<file path="src/rtl/core_sequencer.sv">
// core_sequencer
// Multi-cycle control FSM for an RV32I core. Each instruction is stepped
// through FETCH -> DECODE (DEC_LAT cycles) -> EXEC -> [MEM] -> WB, and an
// illegal one-hot decode parks the sequencer in TRAP until reset.
//
// Ports
//   i_clk           core clock, all logic on posedge
//   i_rst_n         synchronous active-low reset
//   o_imem_req      fetch request, high for the whole FETCH state
//   i_imem_ready    fetch data valid this cycle
//   o_ir_load       strobe: capture fetched word into the IR
//   i_instr_bus     38-bit one-hot decoded instruction
//   i_rd_valid      decoded instruction writes rd
//   i_branch_taken  ALU compare result, sampled in EXEC only
//   o_dmem_req      data memory request, high for the whole MEM state
//   o_dmem_we       data memory write enable (stores)
//   i_dmem_ready    data access complete this cycle
//   o_rf_we         register file write strobe (WB only)
//   o_pc_we         PC update strobe (WB only)
//   o_pc_sel        00 PC+4, 01 PC+imm, 10 rs1+imm
//   o_halt          sticky illegal-instruction halt
//   o_state         FSM state (0 FETCH .. 5 TRAP)
//   o_instret       retired instruction counter
module core_sequencer #(
  parameter int DEC_LAT = 2
) (
  input  logic        i_clk,
  input  logic        i_rst_n,
  output logic        o_imem_req,
  input  logic        i_imem_ready,
  output logic        o_ir_load,
  input  logic [37:0] i_instr_bus,
  input  logic        i_rd_valid,
  input  logic        i_branch_taken,
  output logic        o_dmem_req,
  output logic        o_dmem_we,
  input  logic        i_dmem_ready,
  output logic        o_rf_we,
  output logic        o_pc_we,
  output logic [1:0]  o_pc_sel,
  output logic        o_halt,
  output logic [2:0]  o_state,
  output logic [31:0] o_instret
);

  typedef enum logic [2:0] {
    S_FETCH  = 3'd0,
    S_DECODE = 3'd1,
    S_EXEC   = 3'd2,
    S_MEM    = 3'd3,
    S_WB     = 3'd4,
    S_TRAP   = 3'd5
  } state_t;

  // Counter just wide enough to reach DEC_LAT-1; it may wrap on the exit
  // cycle, which is harmless because DECODE is left on that cycle.
  localparam int CW = (DEC_LAT > 1) ? $clog2(DEC_LAT) : 1;
  localparam logic [CW-1:0] DEC_LAST = CW'(DEC_LAT - 1);
  localparam logic [CW-1:0] CNT_ONE  = CW'(1);

  state_t        r_state;
  state_t        w_state_nxt;
  logic [CW-1:0] r_dec_cnt;
  logic          r_is_ld;
  logic          r_is_st;
  logic          r_is_br;
  logic          r_is_jal;
  logic          r_is_jalr;
  logic          r_wr;
  logic          r_taken;
  logic [31:0]   r_instret;
  logic          w_dec_done;
  logic          w_legal;

  // Legal decode: bit 37 clear and exactly one of bits 36..0 set.
  function automatic logic f_legal(input logic [37:0] bus);
    logic [36:0] low;
    low = bus[36:0];
    return (bus[37] == 1'b0) && (low != 37'd0) &&
           ((low & (low - 37'd1)) == 37'd0);
  endfunction

  assign w_dec_done = (r_dec_cnt == DEC_LAST);
  assign w_legal    = f_legal(i_instr_bus);
  assign o_state    = r_state;
  assign o_instret  = r_instret;

  // State register.
  always_ff @(posedge i_clk) begin
    if (!i_rst_n) begin
      r_state <= S_FETCH;
    end else begin
      r_state <= w_state_nxt;
    end
  end

  // Next-state logic and state-decoded strobes.
  always_comb begin
    w_state_nxt = r_state;
    o_imem_req  = 1'b0;
    o_ir_load   = 1'b0;
    o_dmem_req  = 1'b0;
    o_dmem_we   = 1'b0;
    o_rf_we     = 1'b0;
    o_pc_we     = 1'b0;
    o_pc_sel    = 2'b00;
    o_halt      = 1'b0;
    case (r_state)
      S_FETCH: begin
        o_imem_req = 1'b1;
        o_ir_load  = i_imem_ready;
        if (i_imem_ready) begin
          w_state_nxt = S_DECODE;
        end else begin
          w_state_nxt = S_FETCH;
        end
      end
      S_DECODE: begin
        if (w_dec_done) begin
          w_state_nxt = w_legal ? S_EXEC : S_TRAP;
        end else begin
          w_state_nxt = S_DECODE;
        end
      end
      S_EXEC: begin
        w_state_nxt = (r_is_ld | r_is_st) ? S_MEM : S_WB;
      end
      S_MEM: begin
        o_dmem_req = 1'b1;
        o_dmem_we  = r_is_st;
        if (i_dmem_ready) begin
          w_state_nxt = S_WB;
        end else begin
          w_state_nxt = S_MEM;
        end
      end
      S_WB: begin
        o_rf_we     = r_wr;
        o_pc_we     = 1'b1;
        // jalr has priority; a taken branch and jal share the PC+imm path.
        if (r_is_jalr) begin
          o_pc_sel = 2'b10;
        end else if (r_is_jal | r_taken) begin
          o_pc_sel = 2'b01;
        end else begin
          o_pc_sel = 2'b00;
        end
        w_state_nxt = S_FETCH;
      end
      S_TRAP: begin
        o_halt      = 1'b1;
        w_state_nxt = S_TRAP;
      end
      default: begin
        w_state_nxt = S_FETCH;
      end
    endcase
  end

  // Decode counter, instruction class latches and retire counter.
  always_ff @(posedge i_clk) begin
    if (!i_rst_n) begin
      r_dec_cnt <= '0;
      r_is_ld   <= 1'b0;
      r_is_st   <= 1'b0;
      r_is_br   <= 1'b0;
      r_is_jal  <= 1'b0;
      r_is_jalr <= 1'b0;
      r_wr      <= 1'b0;
      r_taken   <= 1'b0;
      r_instret <= 32'd0;
    end else begin
      case (r_state)
        S_FETCH: begin
          if (i_imem_ready) begin
            r_dec_cnt <= '0;
          end else begin
            r_dec_cnt <= r_dec_cnt;
          end
        end
        S_DECODE: begin
          r_dec_cnt <= r_dec_cnt + CNT_ONE;
          if (w_dec_done && w_legal) begin
            r_is_ld   <= |i_instr_bus[23:19];
            r_is_st   <= |i_instr_bus[26:24];
            r_is_br   <= |i_instr_bus[32:27];
            r_is_jal  <= i_instr_bus[33];
            r_is_jalr <= i_instr_bus[34];
            r_wr      <= i_rd_valid & ~(|i_instr_bus[26:24]) & ~(|i_instr_bus[32:27]);
          end else begin
            r_is_ld   <= r_is_ld;
          end
        end
        S_EXEC: begin
          r_taken <= i_branch_taken & r_is_br;
        end
        S_WB: begin
          r_instret <= r_instret + 32'd1;
        end
        default: begin
          r_dec_cnt <= r_dec_cnt;
        end
      endcase
    end
  end

endmodule

</file>
<file path="config.mk">
export PLATFORM = sky130hd
export DESIGN_NAME = core_sequencer
export DESIGN_NICKNAME = d
export VERILOG_FILES = /design/src/rtl/core_sequencer.sv
export SDC_FILE = /design/constraint.sdc
export NUM_CORES = 1
export LEC_CHECK = 0
export CAP_MARGIN = 0
export CORE_ASPECT_RATIO = 0.9
export CORE_MARGIN = 2
export CORE_UTILIZATION = 50
export DETAILED_ROUTE_END_ITERATION = 7
export GPL_TIMING_DRIVEN = 0
export HOLD_SLACK_MARGIN = 0.15
export PLACE_DENSITY_LB_ADDON = 0.12
export SYNTH_ARGS = -nofsm -noshare
export SYNTH_HDL_FRONTEND = slang
export SYNTH_SLANG_ARGS = --single-unit
</file>
<file path="constraint.sdc">
create_clock -name i_clk -period 4.1 [get_ports i_clk]
set_input_delay 0.82 -clock i_clk [delete_from_list [all_inputs] [get_ports i_clk]]
set_output_delay 0.82 -clock i_clk [all_outputs]
set_load 0.02 [all_outputs]
</file>
==> results.toml, run 1 <==
[place]
dp_hpwl_um = 5260
place_congestion = 0.842
io_buffers = 87

[cts]
clk_path_buf_depth = 2
cts_resized = 0
cts_sinks = 43
cts-htree-levels = 2
cts_tree = "yes"
root_buffer = "clkbuf_8"
post_cts_buffers = 0
clk_latency_ns = 0.30
cts_buffers = 5
postCtsHoldBufs = 0
cts.clk_slew.worst_paths_ns = 0.08

[synthesis]
synth_edf_count = 0
synth_cell_type_count = 53
synth-seq-area-share_pct = 32.9
synth_ff_type = "dfxtp_1"
yosysWarnings = 0
synth_nets = 350
ys_async_sr_fraction_pct = 0
avgSynthCellArea_um2 = 8.58
synth_area_um2 = 2620
ys_ff_latch = 43
netlist_instances = 305

[hold_path]
whs_path_depth = 2
hold_path_class = "reg -> reg"

[grt]
antenna_found_initial = 0
track_usage_pct = 23.5
grt_pass1_vias = 2441
overflow = 0
grt_max_degree = 15
grt_pass1_wl_um = 10900

[power]
swShare_pct = 23.9
comb_power_share_pct = 13.5
vdd_drop_max_uv = 199
sequentialPowerShare_pct = 48.4
power.switching_mw = 0.209
power_leakage_nw = 1.30
clkPwrFrac_pct = 38.1
power.internal_mw = 0.664
cellPowerDensity_nw_per_um2 = 237

[detailed_routing]
vias = 2598
post_drt_wl_per_cell_um = 14.3
drt_iter0_drc = 86
first_pass_iters = 4
routed_wirelength_um = 6640
drtAntennaViolNets = 0
route.detailed.drc = 0
vias_per_cell = 5.59

[timing]
holdWs_ns = 0.458
finalCritPeriodShare_pct = 80.9
final_max_slew_viol_count = 0
finalHoldViolations = 0
worstMarginPinSlew_ns = 0.472
skew_ns = 0.00489
finalSetupViolations = 0
rsz0062_at_grt = "false"
period_minus_slack_ns = 3.32
setup_tns_ns = 0
fmax_mhz = 301
slew_headroom_pct = 68.3

[cells_and_area]
layout_commonest_cell = "clkdlybuf4s50_1"
antenna_cells = 0
syn_to_final_growth_pct = 40.7
drive_above_1_share_pct = 7.50
final_nets = 444
layout_common_cells = "clkdlybuf4s50_1 (87), dfxtp_1 (43), nand2_1 (31), and2_1 (27), nand3_1 (16)"
largest_reg_flops = 32

[die]
die_x_um = 80.3
io_pins = 88
num_rows = 24
core_um2 = 4950
start_util_pct = 52.8
die_area_um2 = 5830
die_y_um = 72.6

[worst_setup_path]
arrival_ns = 3.55
crit_path_max_fanout = 6
rr_worst_depth = 7
endpoint_kind = "flip-flop"
criticalPathCategory = "in -> reg"
required_ns = 4.33
crit_path_start_kind = "primary input"

[outcome]
outcome = "complete, no violations"

[job]
maxCapViolCount = 0
-- critical path, cell delays in order --
cell,delay (ns)
clkdlybuf4s50_1,0.46
or4_4,0.59
nor4_2,0.35
nand2b_1,0.20
a2111oi_1,0.38
o21a_2,0.21
and4_1,0.20
buf_6,0.15
mux2i_1,0.18
-- stage by stage --
step                      utilization, %  setup slack [ns]  instance area (µm²)  power (mW)  cells
after floorplan                        -              1.29                 2620       0.476    305
after global placement              72.0             0.584                 3570       0.547    457
after detailed placement            72.0             0.548                 3570       0.549    457
after CTS                           74.3             0.822                 3680       0.879    465
after global routing                74.3             0.573                 3680       0.910    465
final                               74.3             0.782                 3680       0.873    465
-- kinds of logic after synthesis --
family,Yosys count,share of synthesized area [%]
multiplexers,8,3.06
AND/OR/NAND/NOR,162,38.4
flip-flops,43,32.9
XOR/XNOR,25,8.37
adder cells (fa/ha/maj),3,1.24
buffers and inverters,14,3.11
AO/OA/AOI/OAI,50,13.0
-- power groups by stage --
| stage | sequential (mW) | combinational [mW] | clock [mW] |
|---|---|---|---|
| floorplan | 0.433 | 0.0425 | 0 |
| global placement | 0.432 | 0.115 | 0 |
| detailed placement | 0.433 | 0.117 | 0 |
| CTS | 0.423 | 0.118 | 0.339 |
| global route | 0.423 | 0.127 | 0.360 |
| finish | 0.423 | 0.118 | 0.333 |
-- synthesized netlist by cell type (2+ instances only) --
cell	number	area share [%]
buf_6	2	0.86
or3_1	11	2.6
nand2_1	31	4.4
or4_4	3	1.3
nand2b_1	3	0.72
nand4_1	7	1.7
o22ai_1	3	0.72
dfxtp_1	43	33
nand3_1	16	3.1
a21oi_1	5	0.96
xor2_1	10	3.3
inv_1	6	0.86
o32ai_1	2	0.67
or2_2	2	0.48
o31ai_1	2	0.57
nor2_1	14	2.0
mux2i_1	8	3.1
and2_1	27	6.5
nor4_4	3	2.4
a31oi_1	2	0.48
and4_1	4	1.3
nor2b_1	8	1.9
clkbuf_1	3	0.43
a21boi_0	8	2.3
nor4_2	4	1.9
o21ai_0	15	2.9
xnor2_1	15	5.0
maj3_1	2	0.77
nor3_1	13	2.5
o41ai_1	2	0.67
a211oi_1	3	0.86
and3_1	7	1.7
-- routing by layer --
layer	track usage [%]	wire length, µm	vias to the layer above
met5	0	0	-
met4	3.95	36	0
met3	6.44	303	5
met2	39.8	3220	68
met1	30.6	3070	1224
li1	-	-	1301
-- worst paths after layout --
check | endpoint | start | slack (ns)
worst max-delay path | r_is_br | i_instr_bus[15] | 0.78
worst min-delay path | r_wr | r_wr | 0.46
worst max register to register | o_instret[31] | o_state[2] | 1.56
worst min register to register | r_wr | r_wr | 0.46
-- layout make-up --
type | instances | area (µm²)
Buffer | 8 | 58.8
Multi-Input combinational cell | 248 | 1670
Timing Repair Buffer | 87 | 871
Sequential cell | 43 | 861
Inverter | 6 | 22.5
Tap cell | 65 | 81.3
Clock buffer | 5 | 68.8
Fill cell | 397 | 1270
Clock inverter | 3 | 43.8
(Power assumes the default switching activity.)
==> inputs of run 2 (changes only) <==
--- a/config.mk
+++ b/config.mk
@@ -8,7 +8,7 @@
 export CAP_MARGIN = 0
 export CORE_ASPECT_RATIO = 0.9
 export CORE_MARGIN = 2
-export CORE_UTILIZATION = 50
+export CORE_UTILIZATION = 46
 export DETAILED_ROUTE_END_ITERATION = 7
 export GPL_TIMING_DRIVEN = 0
 export HOLD_SLACK_MARGIN = 0.15
==> constraint.sdc (replaced) <==
create_clock -name i_clk -period 3.2 [get_ports i_clk]
set_input_delay 0.64 -clock i_clk [delete_from_list [all_inputs] [get_ports i_clk]]
set_output_delay 0.64 -clock i_clk [all_outputs]
set_load 0.02 [all_outputs]
==> results.toml, run 2 (same netlist as run 1, synthesis figures left out) <==
[outcome]
outcome = "complete, no violations"

[cts]
root_buffer = "clkbuf_8"
cts.clk_slew.worst_paths_ns = 0.08
clk_latency_ns = 0.29
cts_buffers = 5
clk_path_buf_depth = 2
cts_tree = "yes"
cts_sinks = 43
cts-htree-levels = 2

[timing]
skew_ns = 0.00496
rsz0062_at_grt = "false"
finalCritPeriodShare_pct = 94.6
worstMarginPinSlew_ns = 0.470
finalHoldViolations = 0
holdWs_ns = 0.465
period_minus_slack_ns = 3.03
fmax_mhz = 330
final_max_slew_viol_count = 0
slew_headroom_pct = 68.2
finalSetupViolations = 0

[worst_setup_path]
rr_worst_depth = 7
crit_path_start_kind = "primary input"
critPathCapture = "r_is_jal"
timing.rr.start = "o_state[1]"
required_ns = 3.42
cp-startpoint = "i_instr_bus[15]"
criticalPathCategory = "in -> reg"
rrSetupSlack_ns = 0.64
worstReg2RegEnd = "o_instret[30]"
crit_path_max_fanout = 6
endpoint_kind = "flip-flop"
arrival_ns = 3.25

[cells_and_area]
final_util_pct = 66.1
drive_above_1_share_pct = 8.19
layout_common_cells = "clkdlybuf4s50_1 (87), dfxtp_1 (43), nand2_1 (31), and2_1 (27), nand3_1 (16)"
fill_cells = 506
syn_to_final_growth_pct = 41.4
largest_reg_flops = 32
layout_commonest_cell = "clkdlybuf4s50_1"
fin_cells = 473
antenna_cells = 0
final_nets = 447

[detailed_routing]
vias = 2574
vias_per_cell = 5.44
drt_iter0_drc = 88
post_drt_wl_per_cell_um = 13.7
routed_wirelength_um = 6490
first_pass_iters = 6
route.detailed.drc = 0
drtAntennaViolNets = 0

[power]
power_mw = 1.04
power_leakage_nw = 1.30
vdd_drop_max_uv = 210
cellPowerDensity_nw_per_um2 = 280

[place]
dp.cells = 462
dp_hpwl_um = 5110
place_congestion = 0.825
io_buffers = 87

[die]
start_util_pct = 46.8
die_x_um = 83.5
core_um2 = 5600
num_rows = 26
die_y_um = 75.5
die_area_um2 = 6310
io_pins = 88

[grt]
grt_pass1_vias = 2244
overflow = 0
grt_max_degree = 14
track_usage_pct = 19.8
grt_pass1_wl_um = 10100
antenna_found_initial = 0

[job]
maxCapViolCount = 0

[hold_path]
hold_path_class = "reg -> reg"
==> run 2: final cells by class <==
cell class	count	area (µm²)	area share, %
Buffer	8	58.8	1.59
Clock buffer	6	72.6	1.96
Clock inverter	2	12.5	0.338
Inverter	6	22.5	0.609
Multi-Input combinational cell	248	1690	45.7
Sequential cell	43	861	23.3
Tap cell	70	87.6	2.37
Timing Repair Buffer	90	893	24.2
==> run 2: critical path: stages <==
cell and delay, ns:
clkdlybuf4s50_1 0.46, or4_4 0.59, nor4_2 0.33, nand2b_1 0.18
mux2i_1 0.17, nor4_2 0.31, and4_1 0.24, buf_6 0.14
mux2i_1 0.19
==> run 2: routing by layer <==
layer	vias up	GRT usage, %	part of all wire (%)
li1	1308	-	-
met1	1183	26.1	48
met2	75	33.2	46
met3	8	4.88	5.0
met4	0	5.56	1.0
met5	-	0	0
==> run 2: what timing repair did <==
item                                    CTS  global route
endpoints found under the setup margin    0             6
resized for setup                         0             2
hold buffers                              0             0
buffers inserted                          0             3
==> run 2: worst min path at each step <==
| stage | start | endpoint | slack (ns) | cells after the start |
|---|---|---|---|---|
| 2_1_floorplan | r_wr | r_wr | 0.43 | 2 |
| 3_3_place_gp | r_wr | r_wr | 0.44 | 2 |
| 3_5_place_dp | r_wr | r_wr | 0.44 | 2 |
| 4_1_cts | r_wr | r_wr | 0.46 | 2 |
| 5_1_grt | r_is_jalr | r_is_jalr | 0.50 | 2 |
| 6_report | r_wr | r_wr | 0.47 | 2 |
==> run 2: power breakdown <==
part           switching (mW)  total [mW]  internal [mW]
registers             0.00420       0.541          0.537
clock network           0.186       0.339          0.153
logic                  0.0716       0.155         0.0833
==> run 2: stage by stage <==
stage               setup WS, ns  area (µm²)  TNS, ns
global placement          -0.144        3570   -0.828
CTS                       0.0931        3660        0
detailed placement        -0.207        3570    -1.17
floorplan                  0.565        2620        0
finish                     0.173        3700        0
global route             0.00841        3700        0
